### src/rtl/dram_rr_arbiter_if.sv
// -----------------------------------------------------------------------------
// dram_rr_arbiter_if
// Bundles the per-core request/lock inputs, the DRAM busy flag and the grant
// outputs of the shared DRAM port arbiter.
//   w_req       [NCORES] per-core level request
//   w_lock      [NCORES] per-core lock (atomic sequence); also acts as request
//   w_dram_busy          DRAM controller has a transaction in flight
//   w_gnt       [NCORES] one-hot grant (registered)
//   w_grant_id  [3]      current/last owner index, mux select
//   w_gnt_valid          some grant bit is high
//   w_preempt            one-cycle pulse when a grant ended by quantum expiry
// Modports: slave = arbiter side, master = cores/controller side.
// -----------------------------------------------------------------------------
interface dram_rr_arbiter_if #(
  parameter int NCORES = 2
);
  logic [NCORES-1:0] w_req;
  logic [NCORES-1:0] w_lock;
  logic              w_dram_busy;
  logic [NCORES-1:0] w_gnt;
  logic [2:0]        w_grant_id;
  logic              w_gnt_valid;
  logic              w_preempt;

  modport slave (
    input  w_req,
    input  w_lock,
    input  w_dram_busy,
    output w_gnt,
    output w_grant_id,
    output w_gnt_valid,
    output w_preempt
  );

  modport master (
    output w_req,
    output w_lock,
    output w_dram_busy,
    input  w_gnt,
    input  w_grant_id,
    input  w_gnt_valid,
    input  w_preempt
  );
endinterface

### src/rtl/dram_rr_arbiter.sv
// -----------------------------------------------------------------------------
// dram_rr_arbiter
// Round-robin arbiter sharing one DRAM port between NCORES cores. An owner
// keeps the port while it requests (or holds its lock); when another core is
// waiting, a quantum timer forces a handoff after QUANTUM cycles unless the
// owner is locked. A release waits for the DRAM controller to go idle (DRAIN)
// and is always followed by a one-cycle bubble (SWITCH) with no grant.
// Ports:
//   CLK    system clock, rising edge
//   RST_X  asynchronous active-low reset
//   bus    dram_rr_arbiter_if.slave (requests, locks, busy in; grants out)
// All outputs come straight from flops.
// -----------------------------------------------------------------------------
module dram_rr_arbiter #(
  parameter int NCORES  = 2,
  parameter int QUANTUM = 16
) (
  input  logic                 CLK,
  input  logic                 RST_X,
  dram_rr_arbiter_if.slave     bus
);

  typedef enum logic [1:0] {
    S_IDLE   = 2'd0,
    S_GRANT  = 2'd1,
    S_DRAIN  = 2'd2,
    S_SWITCH = 2'd3
  } state_e;

  localparam logic [7:0] CNT_MAX  = 8'(QUANTUM - 1);
  localparam logic [2:0] LAST_RST = 3'(NCORES - 1);

  state_e            state_q, state_d;
  logic [NCORES-1:0] gnt_q, gnt_d;
  logic [2:0]        grant_id_q, grant_id_d;
  logic [2:0]        last_q, last_d;
  logic [7:0]        cnt_q, cnt_d;
  logic              pre_q, pre_d;
  logic              gnt_valid_q, gnt_valid_d;
  logic              preempt_q, preempt_d;

  logic [NCORES-1:0] ereq;
  logic [NCORES-1:0] owner_oh;
  logic              others;
  logic              own_req;
  logic              own_lock;
  logic              quantum_hit;

  logic [2:0]        pick_base;
  logic [NCORES-1:0] hi_mask;
  logic [NCORES-1:0] pick_src;
  logic [2:0]        pick_id;
  logic [NCORES-1:0] pick_oh;
  logic              pick_found;

  // A held lock counts as a request so an atomic sequence never loses the port.
  assign ereq = bus.w_req | bus.w_lock;

  genvar gi;
  generate
    for (gi = 0; gi < NCORES; gi++) begin : g_owner
      assign owner_oh[gi] = (grant_id_q == 3'(gi));
    end
  endgenerate

  assign others      = |(ereq & ~owner_oh);
  assign own_req     = |(ereq & owner_oh);
  assign own_lock    = |(bus.w_lock & owner_oh);
  assign quantum_hit = (cnt_q == CNT_MAX) && others && !own_lock;

  // In SWITCH the outgoing owner becomes "last" on this very edge, so the
  // pick has to rotate from the owner rather than the stale last_q.
  assign pick_base  = (state_q == S_SWITCH) ? grant_id_q : last_q;
  assign pick_found = |ereq;

  // Two-mask round robin: prefer requesters above the base; if none, wrap
  // to the lowest requester. The base itself is therefore lowest priority.
  always_comb begin
    hi_mask = '0;
    for (int i = 0; i < NCORES; i++) begin
      hi_mask[i] = (i > int'(pick_base));
    end
    pick_src = (|(ereq & hi_mask)) ? (ereq & hi_mask) : ereq;
    pick_id  = 3'd0;
    for (int i = NCORES - 1; i >= 0; i--) begin
      if (pick_src[i]) begin
        pick_id = 3'(i);
      end
    end
    pick_oh = '0;
    for (int i = 0; i < NCORES; i++) begin
      pick_oh[i] = (pick_id == 3'(i));
    end
  end

  always_comb begin
    state_d     = state_q;
    gnt_d       = gnt_q;
    grant_id_d  = grant_id_q;
    gnt_valid_d = gnt_valid_q;
    preempt_d   = 1'b0;
    cnt_d       = cnt_q;
    pre_d       = pre_q;
    last_d      = last_q;

    case (state_q)
      S_IDLE: begin
        if (pick_found) begin
          state_d     = S_GRANT;
          gnt_d       = pick_oh;
          grant_id_d  = pick_id;
          gnt_valid_d = 1'b1;
          cnt_d       = 8'd0;
        end
      end

      S_GRANT: begin
        // The timer only runs while someone else is waiting.
        if (others && (cnt_q != CNT_MAX)) begin
          cnt_d = cnt_q + 8'd1;
        end
        if (!own_req || quantum_hit) begin
          // A voluntary drop is not reported as a preemption.
          pre_d = quantum_hit && own_req;
          if (!bus.w_dram_busy) begin
            state_d     = S_SWITCH;
            gnt_d       = '0;
            gnt_valid_d = 1'b0;
            preempt_d   = quantum_hit && own_req;
          end else begin
            state_d = S_DRAIN;
          end
        end
      end

      S_DRAIN: begin
        // Release is already committed; requests and locks are not re-examined.
        if (!bus.w_dram_busy) begin
          state_d     = S_SWITCH;
          gnt_d       = '0;
          gnt_valid_d = 1'b0;
          preempt_d   = pre_q;
        end
      end

      S_SWITCH: begin
        last_d = grant_id_q;
        cnt_d  = 8'd0;
        pre_d  = 1'b0;
        if (pick_found) begin
          state_d     = S_GRANT;
          gnt_d       = pick_oh;
          grant_id_d  = pick_id;
          gnt_valid_d = 1'b1;
        end else begin
          state_d = S_IDLE;
        end
      end

      default: begin
        state_d     = S_IDLE;
        gnt_d       = '0;
        gnt_valid_d = 1'b0;
      end
    endcase
  end

  always_ff @(posedge CLK or negedge RST_X) begin
    if (!RST_X) begin
      state_q     <= S_IDLE;
      gnt_q       <= '0;
      grant_id_q  <= 3'd0;
      last_q      <= LAST_RST;
      cnt_q       <= 8'd0;
      pre_q       <= 1'b0;
      gnt_valid_q <= 1'b0;
      preempt_q   <= 1'b0;
    end else begin
      state_q     <= state_d;
      gnt_q       <= gnt_d;
      grant_id_q  <= grant_id_d;
      last_q      <= last_d;
      cnt_q       <= cnt_d;
      pre_q       <= pre_d;
      gnt_valid_q <= gnt_valid_d;
      preempt_q   <= preempt_d;
    end
  end

  assign bus.w_gnt       = gnt_q;
  assign bus.w_grant_id  = grant_id_q;
  assign bus.w_gnt_valid = gnt_valid_q;
  assign bus.w_preempt   = preempt_q;

endmodule

### src/flat_wrapper.sv
// flat-port wrapper written by rule: the top's interface ports become plain ports
module dram_rr_arbiter_flat 
#(
  parameter int NCORES  = 2,
  parameter int QUANTUM = 16
)
  (CLK, RST_X, bus_w_req, bus_w_lock, bus_w_dram_busy, bus_w_gnt, bus_w_grant_id, bus_w_gnt_valid, bus_w_preempt);
  dram_rr_arbiter_if #(.NCORES(NCORES)) bus_i ();
  input  logic CLK;
  input  logic RST_X;
  input wire logic [$bits(bus_i.w_req)-1:0] bus_w_req;
  input wire logic [$bits(bus_i.w_lock)-1:0] bus_w_lock;
  input wire logic [$bits(bus_i.w_dram_busy)-1:0] bus_w_dram_busy;
  output wire logic [$bits(bus_i.w_gnt)-1:0] bus_w_gnt;
  output wire logic [$bits(bus_i.w_grant_id)-1:0] bus_w_grant_id;
  output wire logic [$bits(bus_i.w_gnt_valid)-1:0] bus_w_gnt_valid;
  output wire logic [$bits(bus_i.w_preempt)-1:0] bus_w_preempt;
  assign bus_i.w_req = bus_w_req;
  assign bus_i.w_lock = bus_w_lock;
  assign bus_i.w_dram_busy = bus_w_dram_busy;
  assign bus_w_gnt = bus_i.w_gnt;
  assign bus_w_grant_id = bus_i.w_grant_id;
  assign bus_w_gnt_valid = bus_i.w_gnt_valid;
  assign bus_w_preempt = bus_i.w_preempt;
  dram_rr_arbiter #(.NCORES(NCORES), .QUANTUM(QUANTUM)) u_core (.CLK(CLK), .RST_X(RST_X), .bus(bus_i));
endmodule
### config.mk
export PLATFORM = sky130hd
export DESIGN_NAME = dram_rr_arbiter_flat
export DESIGN_NICKNAME = d
export VERILOG_FILES = /design/src/rtl/dram_rr_arbiter_if.sv /design/src/rtl/dram_rr_arbiter.sv /design/src/flat_wrapper.sv
export SDC_FILE = /design/constraint.sdc
export NUM_CORES = 1
export LEC_CHECK = 0
export CAP_MARGIN = 20
export CORE_MARGIN = 3
export CORE_UTILIZATION = 40
export CTS_BUF_LIST = sky130_fd_sc_hd__clkbuf_8
export CTS_CLUSTER_DIAMETER = 60
export CTS_CLUSTER_SIZE = 30
export DETAILED_ROUTE_END_ITERATION = 10
export MAX_ROUTING_LAYER = met4
export PLACE_DENSITY_LB_ADDON = 0.2
export SKIP_CTS_REPAIR_TIMING = 1
export SLEW_MARGIN = 0
export SYNTH_ARGS = -nofsm -noshare
export SYNTH_HDL_FRONTEND = slang
export SYNTH_SLANG_ARGS = --single-unit
### constraint.sdc
create_clock -name CLK -period 3 [get_ports CLK]
set_clock_uncertainty 0.1 [all_clocks]
set_input_delay 0.45 -clock CLK [delete_from_list [all_inputs] [get_ports CLK]]
set_output_delay 0.45 -clock CLK [all_outputs]
set_load 0.05 [all_outputs]
## Yosys cells after proc, flatten, opt, wreduce, memory -nomap -nowiden

Cells that the tools add are included.

| cells by class | value |
|---|---|
| add/subtract/negate cells | 1 |
| order comparisons | 1 |
| equal/unequal tests | 12 |
| multiplexer cells | 27 |
| bitwise logic cells | 6 |
| reduce and logical (&&, ||, !) cells | 23 |

Operator list:

| cell | count |
|---|---|
| $pmux 8 s3 | 1 |
| $mux 8 | 2 |
| $mux 2 | 7 |
| $reduce_or 2->1 | 6 |
| $mux 1 | 10 |
| $add 8x1->8 const B | 1 |
| $and 2x2->2 | 4 |
| $eq 8x4->1 const B | 1 |
| $ne 2x1->1 const B | 4 |
| $ne 8x4->1 const B | 1 |
| $pmux 2 s4 | 1 |
| $eq 3x1->1 const B | 2 |
| $logic_not 3->1 | 2 |
| $mux 3 | 2 |
| $pmux 2 s3 | 1 |
| $reduce_and 2->1 | 3 |
| $reduce_and 3->1 | 2 |
| $eq 2x2->1 const B | 2 |
| $logic_and 1x1->1 | 4 |
| $pmux 1 s2 | 2 |
| $gt 1x3->1 const A | 1 |
| $pmux 1 s3 | 1 |
| $reduce_bool 3->1 | 1 |
| $eq 2x1->1 const B | 1 |
| other kinds (7) | 8 |

| storage, ports and cells | value |
|---|---|
| flip-flop bits (word level) | 21 |
| input bits | 7 |
| output and inout bits | 7 |
| word-level logic and storage cells | 78 |

## Logic depth before layout (Yosys ltp)

| logic depth | value |
|---|---|
| depth in word-level cells | 11 |
| depth in mapped cells | 7 |
| mapped depth without buffers | 7 |

## Worst setup path before layout

OpenSTA, ideal clock, no wires.

| path | value |
|---|---|
| kind | reg2reg |
| from | reg u_core.grant_id_q[0], in the netlist u_core.bus.w_grant_id[0] |
| to | reg u_core.state_q[0] |
| library setup time | 0.125 ns |
| arrival | 1.872 ns |
| required time | 2.775 ns |
| path slack | 0.903 ns |
| cell stages (with the launch flop) | 5 |
| buffers on the path | 0 |
| period minus slack after synthesis | 2.097 ns |
| cells stage by stage | dfrtp_1 o32a_1 o21ba_4 a221o_2 mux2_4 |

| on the way | value |
|---|---|
| cells in the longest elaborated chain, start to end | 9 |
| elaborated cells on any way between the ends | 16 |
| classes of those cells | 2 x eq/ne; 4 x bitwise; 10 x reduce/logical |

Ends and longest elaborated chain:

| what | RTL line | text |
|---|---|---|
| from (decl) | dram_rr_arbiter.sv:35 | `logic [2:0] grant_id_q, grant_id_d;` |
| from (signal assigned) | dram_rr_arbiter.sv:181 | `grant_id_q <= grant_id_d;` |
| $eq 3x1->1 / $logic_not 3->1 (equally long branches) | dram_rr_arbiter.sv:62 | `assign owner_oh[gi] = (grant_id_q == 3'(gi));` |
| $not 2->2 | dram_rr_arbiter.sv:66 | `assign others = \|(ereq & ~owner_oh);` |
| $and 2x2->2 | dram_rr_arbiter.sv:66 |  |
| $reduce_or 2->1 | dram_rr_arbiter.sv:66 |  |
| $logic_and 1x1->1 (2 in a row) | dram_rr_arbiter.sv:69 | `assign quantum_hit = (cnt_q == CNT_MAX) && others && !own_lock;` |
| $logic_or 1x1->1 (*) | dram_rr_arbiter.sv:122 | `if (!own_req \|\| quantum_hit) begin` |
| $ne 2x1->1 (no line) (*) | -- |  |
| $reduce_and 3->1 (no line) (*) | -- |  |
| to (signal assigned) | dram_rr_arbiter.sv:179 | `state_q <= state_d;` |
| to (decl) | dram_rr_arbiter.sv:33 | `state_e state_q, state_d;` |

Every way passes the cells marked *; elsewhere a longest branch is shown, timed or not.
A chain may end at the register's enable or synchronous reset.

## Final worst setup path

| path | value |
|---|---|
| from | in bus_w_lock[1] |
| to | reg u_core.state_q[0] |

| on the way | value |
|---|---|
| cells in the longest elaborated chain, start to end | 8 |
| elaborated cells on any way between the ends | 18 |
| classes of those cells | 2 x eq/ne; 2 x mux; 4 x bitwise; 10 x reduce/logical |

Ends and longest elaborated chain:

| what | RTL line | text |
|---|---|---|
| from (decl) | flat_wrapper.sv:12 | `input wire logic [$bits(bus_i.w_lock)-1:0] bus_w_lock;` |
| $or 2x2->2 | dram_rr_arbiter.sv:57 | `assign ereq = bus.w_req \| bus.w_lock;` |
| $and 2x2->2 | dram_rr_arbiter.sv:66 |  |
| $reduce_or 2->1 | dram_rr_arbiter.sv:66 |  |
| $logic_and 1x1->1 (2 in a row) | dram_rr_arbiter.sv:69 |  |
| $logic_or 1x1->1 | dram_rr_arbiter.sv:122 |  |
| $ne 2x1->1 (no line) | -- |  |
| $reduce_and 3->1 (no line) | -- |  |

Parallel ways exist; a longest one is shown, timed or not.

==> metrics.yaml <==
outcome:
  run_status: "complete, no violations"
timing:
  hold_viol_final: 0
  setup_violations: 0
  tns_ns: 0
  grt_setup_unrepaired: "no"
  worstMarginPinSlew_ns: 0.8499
  whs_ns: 0.4072
  maxSlewHeadroom_pct: 43.16
  timing.fmax_ghz: 0.4405
  finalCriticalPeriod_ns: 2.270
  fin_ws_ns: 0.7301
  fin_crit_sh_pct: 75.66
  slew_violations: 0
final_layout:
  finalInstanceArea_um2: 1287
  layout_commonest_cell: "dfrtp_1"
  n_antenna_cell: 0
  nets: 136
  final_cell_mix: "dfrtp_1 (18), nor2_1 (13), clkdlybuf4s50_1 (11), inv_1 (7)"
  drive_above_1_share_pct: 11.48
  area_delta_synth_final_pct: 16.14
worst_setup_path:
  r2r-start: "u_core.cnt_q[0]"
  cp.required_ns: 3.05
  critPathKind: "in -> reg"
  cp-startpoint: "bus_w_lock[1]"
  cp_max_fo: 7
  r2r_cells: 6
  crit_path_cell_trace: "clkdlybuf4s50_1, nor2_1, o32a_1, o21ba_4, a221o_2, mux2_4"
  setup.worst_path.end: "u_core.state_q[0]"
  cpMaxStageDelayCell: "clkdlybuf4s50_1"
  reg2reg_slack_ns: 0.81
  endpoint_kind: "flop"
  reg2reg_to: "u_core.cnt_q[3]"
  cp_data_arrival_time_ns: 2.32
  slowest_delay_ns: 0.58
  critPathLaunchType: "input port"
route:
  drt_iter0_drc: 39
  wirelength_um: 2092
  ant_nets: 0
  drc: 0
  vias_per_cell: 5.441
  via_count: 827
  wl_per_cell_um: 13.76
  drt-pass1-iter-count: 4
placed_design:
  pre_cts_ws_ns: 0.4698
  place_congestion: 0.8148
  io_buffers: 11
  placed_area_um2: 1241
  hpwl_um: 1558
pwr:
  swShare_pct: 43.34
  pwr-share-seq_pct: 31.6
  switchingPower_w: 0.0005132
  p_leak_nw: 0.5825
  power.total_w: 0.001184
  p_per_area_nw_per_um2: 919.6
  power.share.clock_pct: 15.1
  internal_power_w: 0.0006708
  combPwrFrac_pct: 53.3
  peakVddDrop_mv: 0.6522
die:
  die-area_um2: 3439
  core_um2: 2545
  fp-row-count: 18
  die_w_um: 58.65
  die_h_um: 58.65
  ios: 14
  start_util_pct: 43.56
global_route:
  grt_util_all_layers_pct: 14.14
  grt_pass1_vias: 824
  antenna_found_initial: 0
  grt_pass1_wl_um: 3691
  grt_overflow: 0
  grt_max_degree: 20
logic_synthesis:
  avgSynthCellArea_um2: 10.17
  synth_top_area_share_pct: 40.63
  yosysUniqueCellTypes: 41
  synthTopCellsByArea: "dfrtp_1 (41%), ha_1 (6.8%), xor2_1 (4.7%)"
  syn_area_um2: 1109
  yosys_warnings: 0
  ys_ff_latch: 19
  ys_seq_area_share_pct: 43.00
  synth_top_area_cell: "dfrtp_1"
  synthCells: 109
clocking:
  clk_path_buf_depth: 2
  root_buffer: "clkbuf_8"
  cts_max_level: 1
  numClockSinks: 19
  tritoncts: "yes"
  clk_pin_slew_ns: 0.07
  insertion_delay_ns: 0.25
  cts_buffers: 3
worst_hold_path:
  min_from: "u_core.last_q[2]"
  hold_path.class: "reg -> reg"
flow_run:
  maxCapViolations: 0
[worst min path at each step]
stage	cells after the start	endpoint
after CTS	1	u_core.last_q[2]
final	1	u_core.last_q[2]
after global routing	1	u_core.last_q[1]
after detailed placement	1	u_core.last_q[2]
after global placement	1	u_core.last_q[1]
after floorplan	0	u_core.bus.w_gnt[0]
[power by group through the flow]
| stage | logic (W) | clock network, W | registers [W] |
|---|---|---|---|
| 3_3_place_gp | 0.000618 | 0 | 0.000376 |
| 4_1_cts | 0.000631 | 0.000187 | 0.000374 |
| 5_1_grt | 0.000698 | 0.000197 | 0.000386 |
| 6_report | 0.000631 | 0.000179 | 0.000374 |
| 2_1_floorplan | 0.000398 | 0 | 0.000452 |
| 3_5_place_dp | 0.000628 | 0 | 0.000378 |
[routing by layer]
metal	vias to the layer above	part of all wire [%]	track usage, %
met4	0	0.96	2.913
met5	-	0	-
met3	4	3.0	3.947
met1	400	48	18.24
li1	411	-	-
met2	12	48	22.33
[worst max-delay path, delay by kind of cell]
kind            cells  cell delay (ns)
buf+inv             1             0.58
compound gates      3             0.88
mux                 1             0.30
simple gates        1             0.10
[kinds of logic (layout without fill, tap and decap cells)]
logic type               Yosys count  after routing  share of synthesized area (%)
buffers and inverters             10             22                          4.063
AND/OR/NAND/NOR                   39             39                          20.32
multiplexers                       3              3                          3.273
flip-flops                        19             19                          43.00
adder cells (fa/ha/maj)            6              6                          6.772
AO/OA/AOI/OAI                     24             24                          16.71
other                              1              2                         0.3383
XOR/XNOR                           7              7                          5.531
[flip-flops by register name (all words and copies together), names as in the netlist]
register,cells
u_core.last_q,3
u_core.cnt_q,8
u_core.state_q,2
u_core.pre_q,1
u_core.bus.w_gnt_valid,1
u_core.bus.w_grant_id,1
u_core.bus.w_gnt,2
u_core.bus.w_preempt,1
[stage by stage]
stage          cells  util (%)
3_3_place_gp     148     48.77
3_5_place_dp     148     48.77
6_report         152     50.59
5_1_grt          152     50.59
2_1_floorplan    110         -
4_1_cts          152     50.59
[synth_stat cells, drive strengths merged]
| master | number |
|---|---|
| a221o | 1 |
| a32o | 1 |
| and3 | 3 |
| a21o | 1 |
| nand4 | 3 |
| nor2 | 13 |
| o22ai | 1 |
| ha | 6 |
| and2 | 1 |
| inv | 7 |
| xnor2 | 1 |
| nand3b | 1 |
| clkbuf | 1 |
| dfstp | 1 |
| nor3 | 3 |
| o32a | 2 |
| conb | 1 |
| a211o | 2 |
| dfrtp | 18 |
| o31ai | 1 |
| nand2b | 1 |
| a21oi | 5 |
| o21ai | 4 |
| xor2 | 6 |
| a221oi | 1 |
| o21bai | 1 |
| mux2 | 2 |
| o2bb2ai | 1 |
| a22o | 1 |
| mux2i | 1 |
| nand3 | 2 |
| nor2b | 3 |
| nor4 | 3 |
| o21ba | 1 |
| nand2 | 6 |
| buf | 2 |
| o221ai | 1 |
[area by class of cell]
type,count,area [um^2]
clock buffer,3,41.29
tap,30,37.54
clock inverter,1,5.005
multi-input combinational,81,590.6
timing repair buffer,11,110.1
inverter,7,26.28
sequential,19,476.7
fill,230,1257
(Power assumes the default switching activity.)
